--- src/rtl/wspr_pkg.sv ---
// Shared types and helpers for the WSPR transmit scheduler.
package wspr_pkg;

   localparam int NUM_SYMBOLS = 162;

   typedef logic [1:0] tone_t;

   typedef enum logic [2:0] {IDLE, ARM, LEAD, SEND, TAIL} sched_state_t;

   // base + tone*step using shift-add; wraps modulo 2^32
   function automatic logic [31:0] tone_word(input logic [31:0] base,
                                             input logic [31:0] step,
                                             input tone_t       tone);
      logic [31:0] acc;
      acc = base;
      if (tone[1]) acc = acc + {step[30:0], 1'b0};
      if (tone[0]) acc = acc + step;
      return acc;
   endfunction

endpackage

--- src/rtl/wspr_symbol_ram.sv ---
// 162 x 2-bit symbol store; one write port, one synchronous read port.
module wspr_symbol_ram import wspr_pkg::*; (
   input  logic       clk,
   input  logic       wr_en,
   input  logic [7:0] wr_addr,
   input  tone_t      wr_data,
   input  logic [7:0] rd_addr,
   output tone_t      rd_data
);

   tone_t mem [NUM_SYMBOLS];

   always_ff @(posedge clk) begin
      if (wr_en && (wr_addr < 8'(NUM_SYMBOLS)))
         mem[wr_addr] <= wr_data;
      rd_data <= mem[rd_addr];
   end

endmodule

--- src/rtl/wspr_symbol_scheduler.sv ---
// WSPR transmit sequencer: PPS-aligned start, per-symbol NCO tuning words, PA keying with guards.
//
// state | meaning
// IDLE  | waiting for start; symbol RAM writable
// ARM   | armed, waiting for the PPS tick
// LEAD  | first tuning word loaded, PA held off for the lead guard
// SEND  | PA keyed, stepping through the 162 symbols
// TAIL  | PA off, holding the last word for the tail guard
module wspr_symbol_scheduler import wspr_pkg::*; #(
   parameter int GUARD_TICKS = 25000,
   parameter int PERIOD_W    = 25
) (
   input  logic                clk25MHz,
   input  logic                resetN,
   input  logic                ppsTick,
   input  logic                symWrEn,
   input  logic [7:0]          symWrAddr,
   input  logic [1:0]          symWrData,
   input  logic [31:0]         baseTw,
   input  logic [31:0]         toneStep,
   input  logic [PERIOD_W-1:0] symbolPeriod,
   input  logic                start,
   input  logic                abort,
   output logic [31:0]         tuningWord,
   output logic                twValid,
   output logic                txEnable,
   output logic                busy,
   output logic [7:0]          symbolIndex,
   output logic                done,
   output logic                aborted
);

   localparam logic [PERIOD_W-1:0] GUARD_LOAD = PERIOD_W'(GUARD_TICKS - 1);
   localparam logic [7:0]          LAST_SYM   = 8'(NUM_SYMBOLS - 1);

   sched_state_t        state, state_next;
   logic [PERIOD_W-1:0] period_cnt, guard_cnt, lat_period;
   logic [31:0]         lat_base, lat_step;
   logic [7:0]          rd_addr;
   tone_t               rd_tone;
   logic                period_tc, guard_tc;
   logic                launch, advance, finish, kill, guard_load, period_load;

   assign period_tc = (period_cnt == '0);
   assign guard_tc  = (guard_cnt == '0);

   wspr_symbol_ram u_ram (
      .clk     (clk25MHz),
      .wr_en   (symWrEn && (state == IDLE)),
      .wr_addr (symWrAddr),
      .wr_data (symWrData),
      .rd_addr (rd_addr),
      .rd_data (rd_tone)
   );

   always_ff @(posedge clk25MHz or negedge resetN) begin
      if (!resetN) state <= IDLE;
      else         state <= state_next;
   end

   always_comb begin
      state_next = state;
      launch     = 1'b0;
      advance    = 1'b0;
      finish     = 1'b0;
      kill       = 1'b0;
      case (state)
         IDLE: if (start && !abort) state_next = ARM;
         ARM: begin
            if (abort) begin
               state_next = IDLE;
               kill       = 1'b1;
            end else if (ppsTick) begin
               state_next = LEAD;
               launch     = 1'b1;
            end
         end
         LEAD: begin
            if (abort) begin
               state_next = TAIL;
               kill       = 1'b1;
            end else if (guard_tc) begin
               state_next = SEND;
            end
         end
         SEND: begin
            if (abort) begin
               state_next = TAIL;
               kill       = 1'b1;
            end else if (period_tc) begin
               if (symbolIndex == LAST_SYM) state_next = TAIL;
               else                         advance    = 1'b1;
            end
         end
         TAIL: begin
            if (guard_tc) begin
               state_next = IDLE;
               finish     = 1'b1;
            end
         end
         default: state_next = IDLE;
      endcase
   end

   // Prefetch the next symbol's tone so it is ready at terminal count.
   always_comb begin
      rd_addr = 8'd0;
      if ((state == LEAD) || (state == SEND))
         rd_addr = (symbolIndex == LAST_SYM) ? LAST_SYM : symbolIndex + 8'd1;
   end

   assign guard_load  = ((state_next == LEAD) && (state != LEAD)) ||
                        ((state_next == TAIL) && (state != TAIL));
   assign period_load = ((state == LEAD) && (state_next == SEND)) || advance;

   always_ff @(posedge clk25MHz or negedge resetN) begin
      if (!resetN) begin
         guard_cnt  <= '0;
         period_cnt <= '0;
      end else begin
         if (guard_load)     guard_cnt <= GUARD_LOAD;
         else if (!guard_tc) guard_cnt <= guard_cnt - PERIOD_W'(1);
         if (period_load)
            period_cnt <= lat_period - PERIOD_W'(1);
         else if ((state == SEND) && !period_tc)
            period_cnt <= period_cnt - PERIOD_W'(1);
      end
   end

   always_ff @(posedge clk25MHz or negedge resetN) begin
      if (!resetN) begin
         lat_period  <= '0;
         lat_base    <= '0;
         lat_step    <= '0;
         tuningWord  <= '0;
         twValid     <= 1'b0;
         txEnable    <= 1'b0;
         busy        <= 1'b0;
         symbolIndex <= '0;
         done        <= 1'b0;
         aborted     <= 1'b0;
      end else begin
         twValid  <= 1'b0;
         done     <= 1'b0;
         txEnable <= (state_next == SEND);
         busy     <= (state_next != IDLE);
         if (launch) begin
            lat_period  <= (symbolPeriod < PERIOD_W'(2)) ? PERIOD_W'(2) : symbolPeriod;
            lat_base    <= baseTw;
            lat_step    <= toneStep;
            symbolIndex <= 8'd0;
            tuningWord  <= tone_word(baseTw, toneStep, rd_tone);
            twValid     <= 1'b1;
         end
         if (advance) begin
            symbolIndex <= symbolIndex + 8'd1;
            tuningWord  <= tone_word(lat_base, lat_step, rd_tone);
            twValid     <= 1'b1;
         end
         if (finish) begin
            tuningWord <= '0;
            twValid    <= 1'b1;
            done       <= 1'b1;
         end
         if (kill)
            aborted <= 1'b1;
         else if ((state == IDLE) && start && !abort)
            aborted <= 1'b0;
      end
   end

endmodule

--- config.mk ---
export PLATFORM = sky130hd
export DESIGN_NAME = wspr_symbol_scheduler
export DESIGN_NICKNAME = d
export VERILOG_FILES = /design/src/rtl/wspr_pkg.sv /design/src/rtl/wspr_symbol_ram.sv /design/src/rtl/wspr_symbol_scheduler.sv
export SDC_FILE = /design/constraint.sdc
export NUM_CORES = 1
export LEC_CHECK = 0
export ABC_AREA = 1
export CAP_MARGIN = 20
export CORE_ASPECT_RATIO = 0.8
export CORE_MARGIN = 1.5
export CORE_UTILIZATION = 35
export CTS_CLUSTER_DIAMETER = 80
export CTS_CLUSTER_SIZE = 10
export DETAILED_ROUTE_END_ITERATION = 8
export SLEW_MARGIN = 15
export SYNTH_ARGS = -nofsm -noshare
export SYNTH_HDL_FRONTEND = slang
export SYNTH_SLANG_ARGS = --single-unit
--- constraint.sdc ---
create_clock -name clk25MHz -period 6.6 [get_ports clk25MHz]
set_input_delay 0.66 -clock clk25MHz [delete_from_list [all_inputs] [get_ports clk25MHz]]
set_output_delay 0.66 -clock clk25MHz [all_outputs]
set_load 0.01 [all_outputs]
; ---- Word-level counts from Yosys, hierarchy flattened
; Memories as Yosys holds them, arrays and structs flattened. A register that Yosys moved wholly into a read port is not among the register bits.
; Cells that the tools add are included.
[op_classes]
n_addsub = 8
magnitude_cmp = 2
n_eq_ne = 11
muxes = 47
n_reduce_logical = 23
[ops]
columns = operator, n
row1 = $mux W32, 9
row2 = $add A32 B32 Y32, 4
row3 = $mux W25, 5
row4 = $sub A25 B1 Y25 const B, 3
row5 = $logic_not A25 Y1, 2
row6 = $mux W8, 4
row7 = $mux W3, 9
row8 = $lt A25 B2 Y1 const B, 1
row9 = $mux W1, 19
row10 = $pmux W3 S5, 1
row11 = $eq A3 B2 Y1 const B, 4
row12 = $logic_and A1 B1 Y1, 9
row13 = $add A8 B1 Y8 const B, 1
row14 = $eq A8 B8 Y1 const B, 1
row15 = $lt A8 B8 Y1 const B, 1
row16 = $eq A3 B3 Y1 const B, 2
row17 = $reduce_bool A2 Y1, 3
row18 = $reduce_bool A3 Y1, 2
row19 = $eq A3 B1 Y1 const B, 1
row20 = $logic_not A3 Y1, 1
row21 = $logic_or A1 B1 Y1, 3
row22 = $ne A3 B2 Y1 const B, 1
row23 = $ne A3 B3 Y1 const B, 1
row24 = $reduce_or A3 Y1, 1
row25 = 2 further kinds, 3
[totals]
ff_bits = 187
mem_bits_rw = 324
inputBits = 105
out_inout_bits = 45
elab_cells = 105
memories = 1
[memory_table]
columns = memory, depth, word_bits, read_ports, rd_clocked_by_memory_dff, write_ports, line
row1 = u_ram.mem, 162, 2, 1, 1, 1, wspr_symbol_ram.sv:11  ; tone_t mem [NUM_SYMBOLS];

; ---- Depth between registers and ports, before layout
[logic_depth]
ltp_word = 10
mapped_depth = 28
depth_no_buf = 28

; ---- Cells and area by module
; From an unflattened synthesis, not the netlist that was laid out.
[hier_totals]
hier_cells = 4183
hier_area_um2 = 32209.6
[modules_own_cells]
columns = module, instances, cells_per_inst, area_per_inst_um2, seq_area_each_um2
row1 = wspr_symbol_scheduler, 1, 2885, 18123.6, 4679.5
row2 = wspr_symbol_ram, 1, 1298, 14086.0, 9769.4

; ---- Worst setup path before layout
; OpenSTA, ideal clock, no wires.
[synth_timing]
path_type = input-to-reg
from = in baseTw[1]
to = reg tuningWord[31]
setup_time_ns = 0.118
arrival_time_ns = 3.801
required_time_ns = 6.482
path_slack_ns = 2.681
stages = 26
path_buffers = 0
cell_sequence = ha_1 fa_1 nand3_1 nand2_1 nand2_1 nand3_1 a21boi_0 o21ai_0 or2_2 nand3_1 and2_1 ha_1 nand2_1 inv_1 nand2_1 nand2_1 inv_1 o21ai_0 a21oi_1 nand2_1 nand2_1 nand3_1 nand3_1 nand3_1 nand3_1 nand2_1
[synth_via]
elab_chain_cells = 8
[synth_rtl]
columns = item, line
row1 = from (decl), wspr_symbol_scheduler.sv:19  ; input logic [31:0] baseTw,
row2 = $add A32 B32 Y32, wspr_pkg.sv:16  ; if (tone[1]) acc = acc + {step[30:0], 1'b0};
row3 = $mux W32 (*), wspr_pkg.sv:16
row4 = $mux W32 (*), wspr_symbol_scheduler.sv:147  ; if (launch) begin
row5 = $add A32 B32 Y32, wspr_pkg.sv:17  ; if (tone[0]) acc = acc + step;
row6 = $mux W32 (*), wspr_pkg.sv:17
row7 = $mux W32 (*), wspr_symbol_scheduler.sv:147
row8 = $mux W32 (*), wspr_symbol_scheduler.sv:155  ; if (advance) begin
row9 = $mux W32 (*), wspr_symbol_scheduler.sv:160  ; if (finish) begin
row10 = to (signal assigned), wspr_symbol_scheduler.sv:152  ; tuningWord <= tone_word(baseTw, toneStep, rd_tone);
row11 = to (signal assigned), wspr_symbol_scheduler.sv:157  ; tuningWord <= tone_word(lat_base, lat_step, rd_tone);
row12 = to (decl), wspr_symbol_scheduler.sv:24  ; output logic [31:0] tuningWord,
; Mark *: on every way between the ends. The rest lies on a longest branch, timed or not. The select of a mux whose other input is x is not followed.
; A chain may end at the register's enable or synchronous reset.

; ---- Final worst setup path
[layout_timing]
from = reg lat_base[16]
to = reg tuningWord[22]
[layout_via]
elab_chain_cells = 7
[layout_rtl]
columns = item, line
row1 = from (decl), wspr_symbol_scheduler.sv:38  ; logic [31:0] lat_base, lat_step;
row2 = from (signal assigned), wspr_symbol_scheduler.sv:149  ; lat_base <= baseTw;
row3 = $add A32 B32 Y32, wspr_pkg.sv:16
row4 = $mux W32 (*), wspr_pkg.sv:16
row5 = $mux W32 (*), wspr_symbol_scheduler.sv:155
row6 = $add A32 B32 Y32, wspr_pkg.sv:17
row7 = $mux W32 (*), wspr_pkg.sv:17
row8 = $mux W32 (*), wspr_symbol_scheduler.sv:155
row9 = $mux W32 (*), wspr_symbol_scheduler.sv:160
; Marked as above.

==> results.py <==
metrics = {
    "cts": {
        "cts_htree_levels": 2,
        "tritoncts_clock_tree": "built",
        "cts.root.buffer_cell": "clkbuf_16",
        "clkTransAtPathRegs_ns": 0.07,
        "numCtsBuffers": 59,
        "cts_resized": 0,
        "clock_path_buffers": 3,
        "clkLatencyLatePin_ns": 0.65,
        "numClockSinks": 513,
        "post-cts-setup-buffer-count": 0,
    },
    "sta": {
        "fin_worst_hold_slack_ns": 0.484,
        "timing.final.hold_violations": 0,
        "timing.final.ws_setup_ns": 1.48,
        "max-slew-margin-rel_pct": 24.9,
        "worst_pin_slew_ns": 1.13,
        "max_freq_mhz": 195,
        "final_max_slew_viol_count": 0,
        "rsz0062_at_grt": "no",
        "total_negative_setup_slacks_ns": 0,
        "fin_crit_sh_pct": 77.5,
        "final.min_clock_period_ns": 5.12,
        "setup_violations": 0,
        "clock-skew-final_ns": 0.0248,
    },
    "logic_synthesis": {
        "synthesis.instances": 4284,
        "dominantRegCellSynth": "edfxtp_1",
        "netlist.top_cell.by_area": "edfxtp_1",
        "number_of_warning_messages_in_the_yosys_log": 0,
        "netlist-cell-type-count": 51,
        "ys_async_sr_fraction_pct": 36.5,
        "ys_seq_area_share_pct": 44.2,
        "post-synth-top-count-cell": "nand2_1",
        "share_of_the_synthesized_area_in_the_top_cell_type_pct": 29.8,
        "synth.cell_area_um2": 32700,
        "synth-seq-cells": 513,
        "synth_fp_nets": 4519,
        "synthTopCellsByArea": "edfxtp_1, dfrtp_1, nand2_1, nand3_1, nor2_1",
        "synth.top_cells.by_count": "nand2_1, nand3_1, nor2_1, inv_1, edfxtp_1",
        "edff_count_synth": 324,
        "syn_avg_cell_area_um2": 7.62,
    },
    "layout": {
        "area_delta_synth_final_pct": 13.3,
        "drive_gt1_share_pct": 4.15,
        "antenna_cells_inserted": 0,
        "final-instance-count-excl-fill": 5594,
        "fill_cells": 9377,
        "num-nets-final": 4591,
    },
    "setup_path": {
        "ff2ff_path_depth": 19,
        "worstPathMaxFanout": 5,
        "crit-reg2reg-capture": "tuningWord[22]",
        "criticalPathCategory": "reg2reg",
        "crit_required_ns": 7.13,
        "reg2reg_setup_slack_ns": 1.48,
        "timing.critical_path.from": "lat_base[16]",
        "rr_startpoint": "lat_base[16]",
        "endpoint_kind": "flip-flop",
        "setup.worst_path.start_class": "flip-flop",
        "arrival_ns": 5.65,
    },
    "detailed_routing": {
        "num_vias": 29797,
        "wl_um": 112000,
        "number_of_drc_violations_after_detailed_routing": 0,
        "first_iter_violations": 2638,
        "drt-vias-per-instance": 5.33,
        "number_of_nets_still_failing_antenna_checks_after_routing": 0,
        "firstDrtPassIters": 5,
        "routedWlPerCell_um": 20.0,
    },
    "die": {
        "die_width_um": 345,
        "fp.dieH_um": 276,
        "core_region_area_um2": 91800,
        "initial_utilization_pct": 35.6,
        "floorplan.die_area_um2": 95200,
        "core.rowCount": 99,
        "design.portCount": 150,
    },
    "placement": {
        "detailed_place_hpwl_um": 81400,
        "gpl.final_weighted_congestion": 0.995,
        "port-buffer-count": 149,
        "dp_slack_ns": 1.23,
        "dp.cells": 5506,
    },
    "global_routing": {
        "grt_overflow_total": 0,
        "antenna_found_initial": 1,
        "grt_usage_pct": 23.2,
        "grt_max_degree": 148,
        "grt_first_pass_wirelength_um": 169000,
        "number_of_global_route_vias_before_repair": 27834,
    },
    "run": {
        "max_cap_viol_count": 0,
    },
    "min_path": {
        "min_from": "lat_period[20]",
        "hold_crit_class": "reg2reg",
        "whs_path_depth": 2,
        "hold_path_end": "lat_period[20]",
    },
    "power": {
        "power_per_cell_area_nw_per_um2": 399,
        "peakVddDrop_v": 0.000286,
        "power.leakage_nw": 16.0,
    },
    "run_status": {
        "status": "finished, final reports clean",
    },
}
-- cell type report --
type                            count  area, um^2  share of cell area (%)
Clock buffer                       82        1600                    4.34
Clock inverter                      5        76.3                   0.206
Tap cell                         1212        1520                    4.10
Inverter                          435        1640                    4.42
Multi-Input combinational cell   3173       16000                    43.2
Timing Repair Buffer              174        1740                    4.70
Sequential cell                   513       14500                    39.1
-- through the flow --
stage | total power, mW | instance area, um^2 | util [%]
3_5_place_dp | 11.6 | 35300 | 38.5
2_1_floorplan | 9.28 | 32700 | -
3_3_place_gp | 11.6 | 35300 | 38.4
5_1_grt | 15.8 | 37000 | 40.3
4_1_cts | 14.7 | 37000 | 40.3
6_report | 14.8 | 37000 | 40.3
-- layer usage --
| layer | global-route usage [%] | share of wire [%] | vias up |
|---|---|---|---|
| met5 | 0 | 0 | - |
| met4 | 6.88 | 2.9 | 0 |
| met3 | 6.68 | 10 | 178 |
| met2 | 31.8 | 40 | 1142 |
| met1 | 34.7 | 47 | 14059 |
| li1 | - | - | 14418 |
-- repair_timing --
item                                    4_1_cts  5_1_grt
endpoints found under the setup margin        0        0
hold buffers                                  1        0
endpoints found under the hold margin        40        0
-- sequential cells by signal, indices dropped and copies added, names as in the netlist --
signal	flops
txEnable	1
state	3
lat_base	32
symbolIndex	8
done	1
lat_step	32
u_ram.rd_data	2
guard_cnt	25
u_ram.mem	324
lat_period	25
tuningWord	32
aborted	1
busy	1
twValid	1
period_cnt	25
-- worst max path at each step --
stage                     end  slack [ns]
2_1_floorplan  tuningWord[31]        2.68
3_3_place_gp   tuningWord[25]        1.24
3_5_place_dp   tuningWord[25]        1.23
4_1_cts        tuningWord[22]        1.71
5_1_grt        tuningWord[30]        1.23
6_report       tuningWord[22]        1.48
-- layout by cell type (no fill, tap or decap), drive strengths merged, types with 2 or more instances in the layout --
cell              n
a211oi            2
a21boi           11
a21o             16
a21oi           179
a31oi            12
a32o              5
and2             19
buf              26
clkbuf           83
clkdlybuf4s50   146
clkinv            4
dfrtp           187
dfxtp             2
edfxtp          324
fa                4
ha              126
inv             436
mux2              2
nand2          1199
nand3           560
nand3b           56
nand4            38
nor2            458
nor3             34
nor3b             3
nor4             10
o211ai           63
o21a             14
o21ai           220
o21bai           16
o221ai            5
o22ai             8
o31ai             4
or2              33
xnor2            37
xor2             36
-- cell families (layout without fill, tap and decap cells) --
group	Yosys count	after routing	synth area share [%]
simple gates	2411	2411	31.9
buf+inv	598	696	6.99
fa+ha+maj	130	130	5.07
compound gates	557	557	9.73
mux	2	2	0.0690
flops	513	513	44.2
xor+xnor	73	73	1.96
-- critical path, stage by stage (launching register included) --
cell and delay, ns:
dfrtp_1 0.49, ha_1 0.43, nand4_1 0.15, nor2_1 0.51
nand4_1 0.36, nand3_1 0.32, xnor2_1 0.09, o21ai_0 0.31
ha_1 0.36, nand2_1 0.15, nor2_1 0.06, nor2_1 0.13
o21ai_0 0.26, inv_1 0.13, o221ai_1 0.20, or2_2 0.33
nand3_1 0.09, nand3_1 0.33, nand3_1 0.21, nand2_1 0.09
-- report_power, final --
part           switching, mW  internal, mW  leakage [nW]
Clock                   1.32          1.67         0.812
Combinational           4.88          2.57          9.94
Sequential             0.466          3.87          5.29
Total                   6.67          8.11          16.0
Note: power is estimated with default switching activity, not from simulation.
